===== src/rtl/tcu_fedp_sequencer.sv =====
// -----------------------------------------------------------------------------
// tcu_fedp_sequencer
//
// Sequences one external pipelined fused dot-product unit (FEDP) over a tile
// of T output elements. Each element accumulates job_steps x N-word chunks.
// The running partial of each element is fed back into the FEDP c operand.
// The T independent chains are interleaved round-robin (step-major beat
// order). A LATENCY-deep valid/tag pipe tracks which element each in-flight
// FEDP operation belongs to. A chain whose partial has not come back yet
// blocks the operand stream, which inserts a bubble.
//
// Optional feature macro: TCU_SEQ_PERF_EN
//   defined   -> perf_issue_cnt / perf_stall_cnt are live 32-bit counters
//   undefined -> both ports are tied to 0 and no counter flops exist
//
// Ports:
//   clk, reset (asynchronous, active-low)
//   job_*      : job request from operand fetch (fmt, steps, initial C per element)
//   op_*       : operand beats (A chunk / B chunk), valid/ready
//   fedp_*     : operands to the FEDP and its result fedp_d_val, which is
//                sampled LATENCY edges after the issuing edge
//   res_*      : final fp32 result per element to writeback, valid/ready
//   perf_*     : issue / stall counters
// -----------------------------------------------------------------------------
module tcu_fedp_sequencer #(
  parameter int N       = 2,
  parameter int T       = 4,
  parameter int LATENCY = 13,
  parameter int STEPS_W = 8,
  localparam int XLEN   = 32,
  localparam int IDX_W  = (T > 1) ? $clog2(T) : 1
) (
  input  logic                 clk,
  input  logic                 reset,
  input  logic                 job_valid,
  output logic                 job_ready,
  input  logic [2:0]           job_fmt_s,
  input  logic [STEPS_W-1:0]   job_steps,
  input  logic [T*XLEN-1:0]    job_c,
  input  logic                 op_valid,
  output logic                 op_ready,
  input  logic [N*XLEN-1:0]    op_a_row,
  input  logic [N*XLEN-1:0]    op_b_col,
  output logic                 fedp_enable,
  output logic [2:0]           fedp_fmt_s,
  output logic [N*XLEN-1:0]    fedp_a_row,
  output logic [N*XLEN-1:0]    fedp_b_col,
  output logic [XLEN-1:0]      fedp_c_val,
  input  logic [XLEN-1:0]      fedp_d_val,
  output logic                 res_valid,
  input  logic                 res_ready,
  output logic [IDX_W-1:0]     res_idx,
  output logic [XLEN-1:0]      res_data,
  output logic [31:0]          perf_issue_cnt,
  output logic [31:0]          perf_stall_cnt
);

  typedef enum logic [1:0] {S_IDLE, S_ISSUE, S_WAIT, S_DRAIN} state_t;

  localparam logic [IDX_W-1:0] LAST_T = IDX_W'(T - 1);

  state_t               state_q, state_d;
  logic [2:0]           fmt_q, fmt_d;
  logic [STEPS_W-1:0]   steps_q, steps_d;
  logic [STEPS_W-1:0]   k_q, k_d;
  logic [IDX_W-1:0]     t_q, t_d;
  logic [IDX_W-1:0]     i_q, i_d;
  logic [XLEN-1:0]      acc_q [T];
  logic [XLEN-1:0]      acc_d [T];
  logic [T-1:0]         inflight_q, inflight_d;
  logic [LATENCY-1:0]   vp_valid_q, vp_valid_d;
  logic [IDX_W-1:0]     vp_tag_q [LATENCY];
  logic [IDX_W-1:0]     vp_tag_d [LATENCY];
  logic [N*XLEN-1:0]    a_q, a_d;
  logic [N*XLEN-1:0]    b_q, b_d;
  logic [XLEN-1:0]      c_q, c_d;

  logic                 issue;
  logic                 retire;
  logic [IDX_W-1:0]     retire_tag;

  // op_ready looks only at the registered inflight bit, so a tag retiring this
  // cycle can be reissued no earlier than the following cycle.
  assign issue      = (state_q == S_ISSUE) && op_valid && !inflight_q[t_q];
  assign retire     = vp_valid_q[LATENCY-1];
  assign retire_tag = vp_tag_q[LATENCY-1];

  always_comb begin
    state_d    = state_q;
    fmt_d      = fmt_q;
    steps_d    = steps_q;
    k_d        = k_q;
    t_d        = t_q;
    i_d        = i_q;
    acc_d      = acc_q;
    inflight_d = inflight_q;
    a_d        = a_q;
    b_d        = b_q;
    c_d        = c_q;

    // Valid/tag pipe advances every cycle; a cycle without an issue pushes a bubble.
    vp_valid_d    = '0;
    vp_valid_d[0] = issue;
    vp_tag_d      = vp_tag_q;
    vp_tag_d[0]   = t_q;
    for (int p = 1; p < LATENCY; p++) begin
      vp_valid_d[p] = vp_valid_q[p-1];
      vp_tag_d[p]   = vp_tag_q[p-1];
    end

    // Partial result comes back: park it in the accumulator, free the chain.
    if (retire) begin
      acc_d[retire_tag]      = fedp_d_val;
      inflight_d[retire_tag] = 1'b0;
    end

    case (state_q)
      S_IDLE: begin
        if (job_valid) begin
          fmt_d      = job_fmt_s;
          steps_d    = job_steps;
          for (int j = 0; j < T; j++) begin
            acc_d[j] = job_c[j*XLEN +: XLEN];
          end
          inflight_d = '0;
          t_d        = '0;
          k_d        = '0;
          i_d        = '0;
          state_d    = (job_steps == '0) ? S_DRAIN : S_ISSUE;
        end
      end
      S_ISSUE: begin
        if (issue) begin
          a_d             = op_a_row;
          b_d             = op_b_col;
          c_d             = acc_q[t_q];
          inflight_d[t_q] = 1'b1;
          if (t_q == LAST_T) begin
            t_d = '0;
            k_d = k_q + STEPS_W'(1);
            if (k_q == steps_q - STEPS_W'(1)) begin
              state_d = S_WAIT;
            end
          end else begin
            t_d = t_q + IDX_W'(1);
          end
        end
      end
      S_WAIT: begin
        if (inflight_q == '0) begin
          state_d = S_DRAIN;
        end
      end
      S_DRAIN: begin
        if (res_ready) begin
          if (i_q == LAST_T) begin
            i_d     = '0;
            fmt_d   = '0;
            state_d = S_IDLE;
          end else begin
            i_d = i_q + IDX_W'(1);
          end
        end
      end
      default: state_d = S_IDLE;
    endcase
  end

  always_ff @(posedge clk or negedge reset) begin
    if (!reset) begin
      state_q    <= S_IDLE;
      fmt_q      <= '0;
      steps_q    <= '0;
      k_q        <= '0;
      t_q        <= '0;
      i_q        <= '0;
      inflight_q <= '0;
      vp_valid_q <= '0;
      a_q        <= '0;
      b_q        <= '0;
      c_q        <= '0;
      for (int j = 0; j < T; j++) begin
        acc_q[j] <= '0;
      end
      for (int p = 0; p < LATENCY; p++) begin
        vp_tag_q[p] <= '0;
      end
    end else begin
      state_q    <= state_d;
      fmt_q      <= fmt_d;
      steps_q    <= steps_d;
      k_q        <= k_d;
      t_q        <= t_d;
      i_q        <= i_d;
      inflight_q <= inflight_d;
      vp_valid_q <= vp_valid_d;
      a_q        <= a_d;
      b_q        <= b_d;
      c_q        <= c_d;
      acc_q      <= acc_d;
      vp_tag_q   <= vp_tag_d;
    end
  end

  assign job_ready   = (state_q == S_IDLE);
  assign op_ready    = (state_q == S_ISSUE) && !inflight_q[t_q];
  assign res_valid   = (state_q == S_DRAIN);
  assign res_idx     = i_q;
  assign res_data    = (state_q == S_DRAIN) ? acc_q[i_q] : '0;
  // The FEDP never needs to be stalled: bubbles are tracked in the valid pipe.
  assign fedp_enable = 1'b1;
  assign fedp_fmt_s  = fmt_q;
  assign fedp_a_row  = a_q;
  assign fedp_b_col  = b_q;
  assign fedp_c_val  = c_q;

`ifdef TCU_SEQ_PERF_EN
  logic [31:0] perf_issue_q, perf_issue_d;
  logic [31:0] perf_stall_q, perf_stall_d;

  always_comb begin
    perf_issue_d = perf_issue_q;
    perf_stall_d = perf_stall_q;
    if (issue) begin
      perf_issue_d = perf_issue_q + 32'd1;
    end
    if ((state_q == S_ISSUE) && op_valid && inflight_q[t_q]) begin
      perf_stall_d = perf_stall_q + 32'd1;
    end
  end

  always_ff @(posedge clk or negedge reset) begin
    if (!reset) begin
      perf_issue_q <= '0;
      perf_stall_q <= '0;
    end else begin
      perf_issue_q <= perf_issue_d;
      perf_stall_q <= perf_stall_d;
    end
  end

  assign perf_issue_cnt = perf_issue_q;
  assign perf_stall_cnt = perf_stall_q;
`else
  assign perf_issue_cnt = 32'd0;
  assign perf_stall_cnt = 32'd0;
`endif

endmodule


===== config.mk =====
export PLATFORM = sky130hd
export DESIGN_NAME = tcu_fedp_sequencer
export DESIGN_NICKNAME = d
export VERILOG_FILES = /design/src/rtl/tcu_fedp_sequencer.sv
export SDC_FILE = /design/constraint.sdc
export NUM_CORES = 1
export LEC_CHECK = 0
export BUFFER_PORTS_ARGS = -buffer_cell sky130_fd_sc_hd__buf_2
export CAP_MARGIN = 20
export CORE_AREA = 2 2 221 223
export CTS_CLUSTER_DIAMETER = 60
export DETAILED_ROUTE_END_ITERATION = 8
export DIE_AREA = 0 0 223 225
export SETUP_SLACK_MARGIN = 0.4
export SLEW_MARGIN = 20
export SYNTH_ARGS = -nofsm -noshare
export SYNTH_HDL_FRONTEND = slang
export SYNTH_SLANG_ARGS = --single-unit

===== constraint.sdc =====
create_clock -name clk -period 4 [get_ports clk]
set_input_delay 0.8 -clock clk [delete_from_list [all_inputs] [get_ports clk]]
set_output_delay 0.8 -clock clk [all_outputs]
set_load 0.01 [all_outputs]

==> flow_summary.toml, run 1 <==
[sta]
period_share_pct = 78.4
skew_ps = 21.6
drv_slew = 0
post-route-min-period_ps = 3140
setup_viol = 0
slew_headroom_pct = 37.3
rsz0062_at_grt = "false"
tns_ps = 0
finalHoldViolations = 0
worstMarginPinSlew_ps = 940
fin_ws_ps = 864
max_clock_freq_ghz = 0.319
hold_ws_ps = 257

[yosys]
ys_warn_count = 0
synth_cell_types = 47
ys_ff_latch = 356
synth-seq-area-share_pct = 53.0
avgSynthCellArea_sq_um = 12.6
ys.flop_type = "dfrtp_1"
synth_area_leaders = "dfrtp_1, mux2_2, mux4_2"
synthCells = 1338
synth_edf_count = 0
async_reset_ff_share_pct = 100
synth.top_cell.area_share_pct = 53.0
synth_area_leader_cell = "dfrtp_1"
synth_area_sq_um = 16800

[floorplan]
dieArea_sq_um = 50200
core_area_sq_um = 47500
start_util_pct = 35.3
rows = 80
io_pins = 569
die_w_um = 223
die_h_um = 225

[critical_path]
end_kind = "output port"
startpoint = "res_idx[0]"
reg2reg_from = "state_q[1]"
cp_max_fo = 19
reg2regPathDepth = 6
regToRegSetupSlack_ps = 1330
cp.required_ps = 3200
r2r_end = "fedp_b_col[41]"
arrival_ps = 2340
endpoint = "res_data[2]"
crit_type = "reg -> out"
worst_setup_path_start_kind = "flip-flop"

[route]
met1_length_um = 21600
wl_per_cell_um = 20.7
viasPerCell = 4.98
drtAntennaViolNets = 0
wl_met2_um = 24600
routed-via-count = 12365
routed_wl_um = 51300
wl_met3_um = 3780
top_layer = "met5"
drt_iter0_drc = 640
firstDrtPassIters = 4
drc = 0

[power_and_ir_drop]
p_total_mw = 17.1
power_density_nw_per_um2 = 803
p_leak_nw = 10.5
vdd_drop_max_mv = 0.566

[finish]
syn_to_final_growth_pct = 26.7
multi_input_comb_area_sq_um = 7220
nNetsFinal = 2141
layout-drive-gt1-share_pct = 45.4
final.fill_count = 4413
regArea_sq_um = 8920
final_cells = 2482

[global_routing]
grt_pass1_vias = 12872
antenna_found_initial = 15
grt_pass1_wl_um = 77000
grt_use_total_pct = 20.0
grt_max_degree = 105
grt_overflow = 0

[clock_tree]
ctsHoldBuffers = 0
cts_tree = "built"
clockRootBuffer = "clkbuf_16"
cts_resized = 0
cts.sinks = 356
clock_path_buffers = 3
cts_buffers = 46
htree_levels = 2
post_cts_buffers = 0
clkTransAtPathRegs_ps = 60
clk-insertion-delay-late_ps = 580

[flow_run]
maxCapViolCount = 0

[placed_design]
port_buffers = 503
dp_cells = 2393
dp_slack_ps = 1320
place.detailed.hpwl_um = 35700
gp_congestion = 0.837

[status]
status = "complete, no violations"

[hold_path]
holdCritPathClass = "in -> async"
through the flow:
step	cell area (sq um)	utilization, %
after CTS	21300	44.7
after detailed placement	19800	41.6
final	21300	44.8
after global placement	19800	41.6
after floorplan	17000	-
after global routing	21300	44.8
synthesized netlist by cell type, drive strengths merged, types with 2 or more instances:
cell / number
mux2: 161
a32o: 2
o21ai: 148
clkbuf: 32
buf: 123
nand3: 7
nor2b: 2
inv: 10
dfrtp: 356
nand3b: 3
xor2: 3
nand2b: 3
xnor2: 8
a41oi: 2
mux2i: 134
nand2: 166
conb: 2
nor3: 7
o211a: 2
nor4: 4
and3: 3
a22o: 4
nor2: 19
a22oi: 3
a21oi: 11
mux4: 64
and2: 34
nand4: 3
ha: 11
how the worst min path moves through the flow:
stage	to	from
after detailed placement	vp_tag_d[21]	vp_tag_d[23]
final	fedp_c_val[18]	reset
after global routing	acc_q[51]	reset
after global placement	retire_tag[0]	vp_tag_d[0]
after floorplan	retire_tag[0]	vp_tag_d[0]
after CTS	acc_q[113]	reset
power by group:
| part | switching (mW) | total, mW | internal, mW |
|---|---|---|---|
| Clock | 1.67 | 4.06 | 2.39 |
| Sequential | 1.08 | 6.40 | 5.32 |
| Combinational | 3.28 | 6.64 | 3.36 |
| Total | 6.03 | 17.1 | 11.1 |
kinds of logic after synthesis:
| logic type | Yosys count | share of synthesized area (%) |
|---|---|---|
| fa+ha+maj | 11 | 0.819 |
| other cells | 2 | 0.0447 |
| buf+inv | 165 | 5.62 |
| simple gates | 253 | 6.70 |
| mux | 359 | 27.3 |
| compound gates | 181 | 5.88 |
| xor+xnor | 11 | 0.573 |
| flops | 356 | 53.0 |
registers in the layout, summed over array words and instances, names as in the netlist, 3 cells and up:
signal / count
fedp_c_val: 32
fedp_a_row: 64
vp_valid_q: 13
acc_q: 128
steps_q: 8
inflight_q: 4
vp_tag_d: 24
fedp_b_col: 64
fedp_fmt_s: 3
k_q: 8
layer usage:
layer | vias to the layer above | track usage [%]
met3 | 84 | 5.48
li1 | 5593 | -
met4 | 16 | 6.11
met2 | 460 | 32.8
met1 | 6212 | 25.9
met5 | - | 0
layout by cell type, fill, tap and decap left out, types with 7 or more instances in the layout:
master       n
clkbuf_1     9
xnor2_1      8
a21oi_1     11
mux4_2      64
buf_12       7
buf_2      502
dfrtp_1    352
buf_4       22
o21ai_0    148
inv_1       10
mux2_2     161
clkbuf_16   47
and2_1      33
nor2_1      19
nand2_1    166
mux2i_1    134
conb_1      65
ha_1        10
clkbuf_8     8
final cells by class:
type	instances	area share, %
antenna	6	0.0705
clock buffer	64	6.20
sequential	356	41.9
tap	615	3.62
inverter	10	0.176
clock inverter	19	0.817
timing repair buffer	532	13.3
multi-input combinational	880	33.9
critical path: stages (launching register included):
cell and delay (ps):
dfrtp_2 420, buf_4 390, mux4_2 600, and2_1 190
buf_2 140
(Power assumes the default switching activity.)
==> run 2: changes to the inputs <==
ABC_AREA = 1   (was not set)
CORE_AREA = 2 2 222 224   (was 2 2 221 223)
DIE_AREA = 0 0 224 226   (was 0 0 223 225)
clock period = 3 ns   (was 4 ns; I/O delays follow)
==> flow_summary.toml, run 2 <==
[finish]
nNetsFinal = 2885
final.fill_count = 4810
layout-drive-gt1-share_pct = 26.8
final_common_cell = "nand2_1"
layout_common_cells = "nand2_1, buf_2, dfrtp_1"
largest_reg_flops = 128
regMostFlops = "acc_q"
syn_to_final_growth_pct = 29.8

[sta]
post-route-min-period_ps = 2570
period_share_pct = 85.8
skew_ps = 29.9
hold_ws_ps = 11.2
setup_viol = 0
max_clock_freq_ghz = 0.389
rsz0062_at_grt = "true"
worstMarginPinSlew_ps = 782
finalHoldViolations = 0
slew_headroom_pct = 47.8
drv_slew = 0
tns_ps = 0

[floorplan]
die_w_um = 224
core_area_sq_um = 48300
start_util_pct = 35.1
io_pins = 569
rows = 81
dieArea_sq_um = 50600
die_h_um = 226

[route]
viasPerCell = 5.13
firstDrtPassIters = 5
drt_iter0_drc = 1461
wl_per_cell_um = 19.0
routed-via-count = 16558
drc = 0
routed_wl_um = 61500
drtAntennaViolNets = 0

[clock_tree]
clk-insertion-delay-late_ps = 560
cts_buffers = 44
cts_tree = "built"
cts.sinks = 356
htree_levels = 2
clock_path_buffers = 3
clkTransAtPathRegs_ps = 70
clockRootBuffer = "clkbuf_16"

[flow_run]
maxCapViolCount = 0

[yosys]
ys_ff_latch = 356
synth_area_leaders = "dfrtp_1, nand2_1, o21ai_0"
synth_area_leader_cell = "dfrtp_1"
synth_commonest_cells = "nand2_1, dfrtp_1, o21ai_0, a21oi_1, nor2_1"
async_reset_ff_share_pct = 100
synthCells = 2099
synth-seq-area-share_pct = 52.5
synth_area_sq_um = 17000
synth_edf_count = 0
avgSynthCellArea_sq_um = 8.09
ys.flop_type = "dfrtp_1"
yosysMostFrequentCell = "nand2_1"
synth.top_cell.area_share_pct = 52.5
ys_warn_count = 0
synth_cell_types = 32

[placed_design]
port_buffers = 503
gp_congestion = 0.883
place.detailed.hpwl_um = 41400

[power_and_ir_drop]
comb_power_share_pct = 41.4
p_int_mw = 13.9
power_frac_seq_pct = 35.0
vdd_drop_max_mv = 0.555
p_sw_mw = 9.69
swShare_pct = 41.0
p_leak_nw = 11.3
clkPwrFrac_pct = 23.6
power_density_nw_per_um2 = 1070

[global_routing]
grt_pass1_wl_um = 91600
grt_use_total_pct = 23.2
antenna_found_initial = 6
grt_overflow = 0
grt_pass1_vias = 15766
grt_max_degree = 129

[critical_path]
regToRegSetupSlack_ps = 710
crit_type = "reg -> out"
cp.required_ps = 2400
end_kind = "output port"
cp_max_fo = 13
worst_setup_path_start_kind = "flip-flop"
startpoint = "res_idx[1]"
arrival_ps = 1970
reg2reg_from = "state_q[1]"

[hold_path]
holdCritPathClass = "in -> async"

[status]
status = "complete, no violations"
-- run 2: cell types whose count changed after synthesis, sizes merged, moves of 64 or more --
cell / change
nand2: +557
mux2: -161
a21oi: +140
mux2i: -126
nor2: +97
inv: +91
a31oi: +83
mux4: -64
o211ai: +64
-- run 2: per-stage QoR --
step | cell area [sq um] | setup WS (ps) | instances | util [%] | power, mW
after global placement | 20000 | 831 | 3123 | 41.4 | 17.2
after CTS | 21800 | 347 | 3219 | 45.1 | 23.5
final | 22000 | 427 | 3230 | 45.6 | 23.6
after detailed placement | 20000 | 797 | 3123 | 41.4 | 17.4
after global routing | 22000 | 365 | 3229 | 45.6 | 25.2
after floorplan | 17200 | 992 | 2162 | - | 13.9
-- run 2: kinds of logic after synthesis --
kind of cell               count (synthesis)  synth area share [%]
muxes                                      8                 0.472
AOI/OAI and AO/OA                        477                  15.8
other                                      2                0.0442
buffers and inverters                    310                  8.62
and+or+nand+nor                          932                  21.7
xor gates and xnor gates                   3                 0.155
DFF                                      356                  52.5
adders and majority gates                 11                 0.811
-- run 2: worst paths after layout --
| path | endpoint | depth (start not counted) |
|---|---|---|
| worst max-delay path | res_data[10] | 6 |
| worst min-delay path | acc_q[66] | 1 |
| worst max register to register | acc_q[11] | 9 |
| worst min register to register | vp_tag_d[5] | 0 |
| max in group asynchronous | fedp_b_col[38] | 2 |
| min in group clk | acc_q[74] | 3 |
-- run 2: timing repair --
item / CTS / global route
endpoints found under the setup margin: 32 / 29
resized for setup: 20 / 45
setup buffers: 14 / 5
gates cloned: 2 / 2
hold buffers: 0 / 0
pin swaps: 5 / 21
-- run 2: cell type report --
type                    count  area, sq um  area share, %
flip-flops and latches    356         8920           40.5
multi-input cells        1496         6990           31.7
repair buffers            571         3420           15.5
clock buffers              59         1280           5.80
well taps                 622          778           3.53
inverters                 101          390           1.77
clock inverters            21          244           1.11
diodes                      4         10.0         0.0454
-- run 2: critical path, cell delays in order, from the launching register on --
cell and delay [ps]:
dfrtp_4 560, buf_12 170, buf_8 140, a21oi_1 100, o21ai_0 90, a21oi_1 170
buf_2 170
-- run 2: power by group through the flow --
stage / logic, mW / registers, mW / clock network, mW
final: 9.78 / 8.26 / 5.58
after global routing: 10.9 / 8.50 / 5.87
after CTS: 9.54 / 8.24 / 5.68
after detailed placement: 9.08 / 8.37 / 0
after global placement: 8.88 / 8.33 / 0
after floorplan: 5.42 / 8.46 / 0
-- run 2: metal layers --
metal  vias up  GRT usage (%)  wire (um)  part of all wire (%)
li1       7736              -          -                     -
met1      7979           31.3      26300                    43
met2       708           37.6      29300                    48
met3       131           3.75       3940                   6.4
met4         4           8.67       1940                   3.2
met5         -              0         23                 0.037
==> run 3: changes to the inputs <==
clock period = 2.7 ns   (was 3 ns; I/O delays follow)
==> flow_summary.toml, run 3 (synthesis results as in run 2) <==
[global_routing]
grt_use_total_pct = 22.9
grt_overflow = 0
antenna_found_initial = 9
grt_pass1_wl_um = 90500
grt_max_degree = 129
grt_pass1_vias = 15578

[sta]
setup_viol = 0
worstMarginPinSlew_ps = 794
slew_headroom_pct = 47.1
skew_ps = 17.3
drv_slew = 0
period_share_pct = 94.9
post-route-min-period_ps = 2560
rsz0062_at_grt = "true"
tns_ps = 0
max_clock_freq_ghz = 0.390
finalHoldViolations = 0

[floorplan]
core_area_sq_um = 48300
die_w_um = 224
io_pins = 569
dieArea_sq_um = 50600
start_util_pct = 35.1
rows = 81
die_h_um = 226

[placed_design]
port_buffers = 503
gp_congestion = 0.869
place.detailed.hpwl_um = 41400

[clock_tree]
cts_tree = "built"
cts.sinks = 356
cts_buffers = 44
clkTransAtPathRegs_ps = 60
htree_levels = 2
clock_path_buffers = 3
clockRootBuffer = "clkbuf_16"
clk-insertion-delay-late_ps = 550

[route]
routed-via-count = 16456
viasPerCell = 5.10
wl_per_cell_um = 18.9
drc = 0
drtAntennaViolNets = 0
firstDrtPassIters = 5
drt_iter0_drc = 1445
routed_wl_um = 61000

[critical_path]
cp_top_family = "buffers and inverters"
cp_max_fo = 8
crit_type = "reg -> out"
end_kind = "output port"
slowest_delay_ps = 580
arrival_ps = 2020
worst-path-stages = 6
cp_num_buf_inv = 4
cp.required_ps = 2160
cpMaxStageDelayCell = "dfrtp_4"
reg2regPathDepth = 9
worst_setup_path_start_kind = "flip-flop"
path_cells = "buf_12 -> buf_8 -> clkbuf_16 -> o211ai_1 -> a21oi_1 -> buf_2"

[hold_path]
hold_depth = 3
holdCritPathClass = "in -> reg"

[flow_run]
maxCapViolCount = 0

[power_and_ir_drop]
p_leak_nw = 11.3
power_density_nw_per_um2 = 1190
vdd_drop_max_mv = 0.490
p_total_mw = 26.1

[finish]
nNetsFinal = 2884
syn_to_final_growth_pct = 29.6
layout-drive-gt1-share_pct = 26.5
layout_common_cells = "nand2_1, buf_2, dfrtp_1"
regMostFlops = "acc_q"
largest_reg_flops = 128
final_common_cell = "nand2_1"

[status]
status = "complete, no violations"
## run 3: stage by stage
stage	hold WS, ps	util, %	setup slack [ps]	instances	instance area [sq um]
2_1_floorplan	244	-	752	2162	17200
3_3_place_gp	331	41.5	594	3125	20100
3_5_place_dp	335	41.5	587	3125	20100
4_1_cts	145	45.1	127	3219	21800
5_1_grt	155	45.5	65.0	3228	22000
6_report	182	45.5	138	3228	22000
## run 3: final timing paths
path	from	to	slack, ps
worst max-delay path	res_idx[0]	res_data[19]	140
worst min-delay path	op_b_col[61]	fedp_b_col[61]	180
worst max register to register	state_q[0]	t_q[1]	700
worst min register to register	vp_tag_d[8]	vp_tag_d[6]	350
max in group asynchronous	reset	acc_q[72]	1230
min in group asynchronous	reset	steps_q[0]	570
## run 3: where the power goes
group	internal, mW	switching, mW	total, mW
logic	4.05	6.86	10.9
registers	7.76	1.40	9.16
clock network	3.67	2.35	6.01
total	15.5	10.6	26.1
## run 3: cell type report
type	instances	area, sq um
fillers	4809	26300
flip-flops and latches	356	8920
multi-input cells	1496	7000
repair buffers	570	3430
clock buffers	64	1280
well taps	622	778
inverters	101	389
clock inverters	14	191
diodes	5	12.5
## run 3: repair_timing
action / CTS / global route
cloned: 4 / 2
hold buffers: 1 / 0
gates resized for setup: 27 / 33
buffers inserted: 11 / 2
pin swaps: 14 / 24
endpoints found under the setup margin: 33 / 33
hold endpoints to repair: 19 / 0
## run 3: metal layers
layer | wire [um] | GRT usage, % | up-vias
met5 | 54 | 0 | -
met1 | 24600 | 29.7 | 7906
met3 | 4760 | 5.26 | 124
li1 | - | - | 7724
met4 | 1770 | 8.58 | 8
met2 | 29800 | 37.3 | 694
## run 3: worst register-to-register path: cells and delay by family, from the launching register on
kind / cells / cell delay, ps
AO/OA/AOI/OAI: 1 / 110
adder cells (fa/ha/maj): 1 / 270
buffers and inverters: 3 / 450
flip-flops: 1 / 410
AND/OR/NAND/NOR: 4 / 630
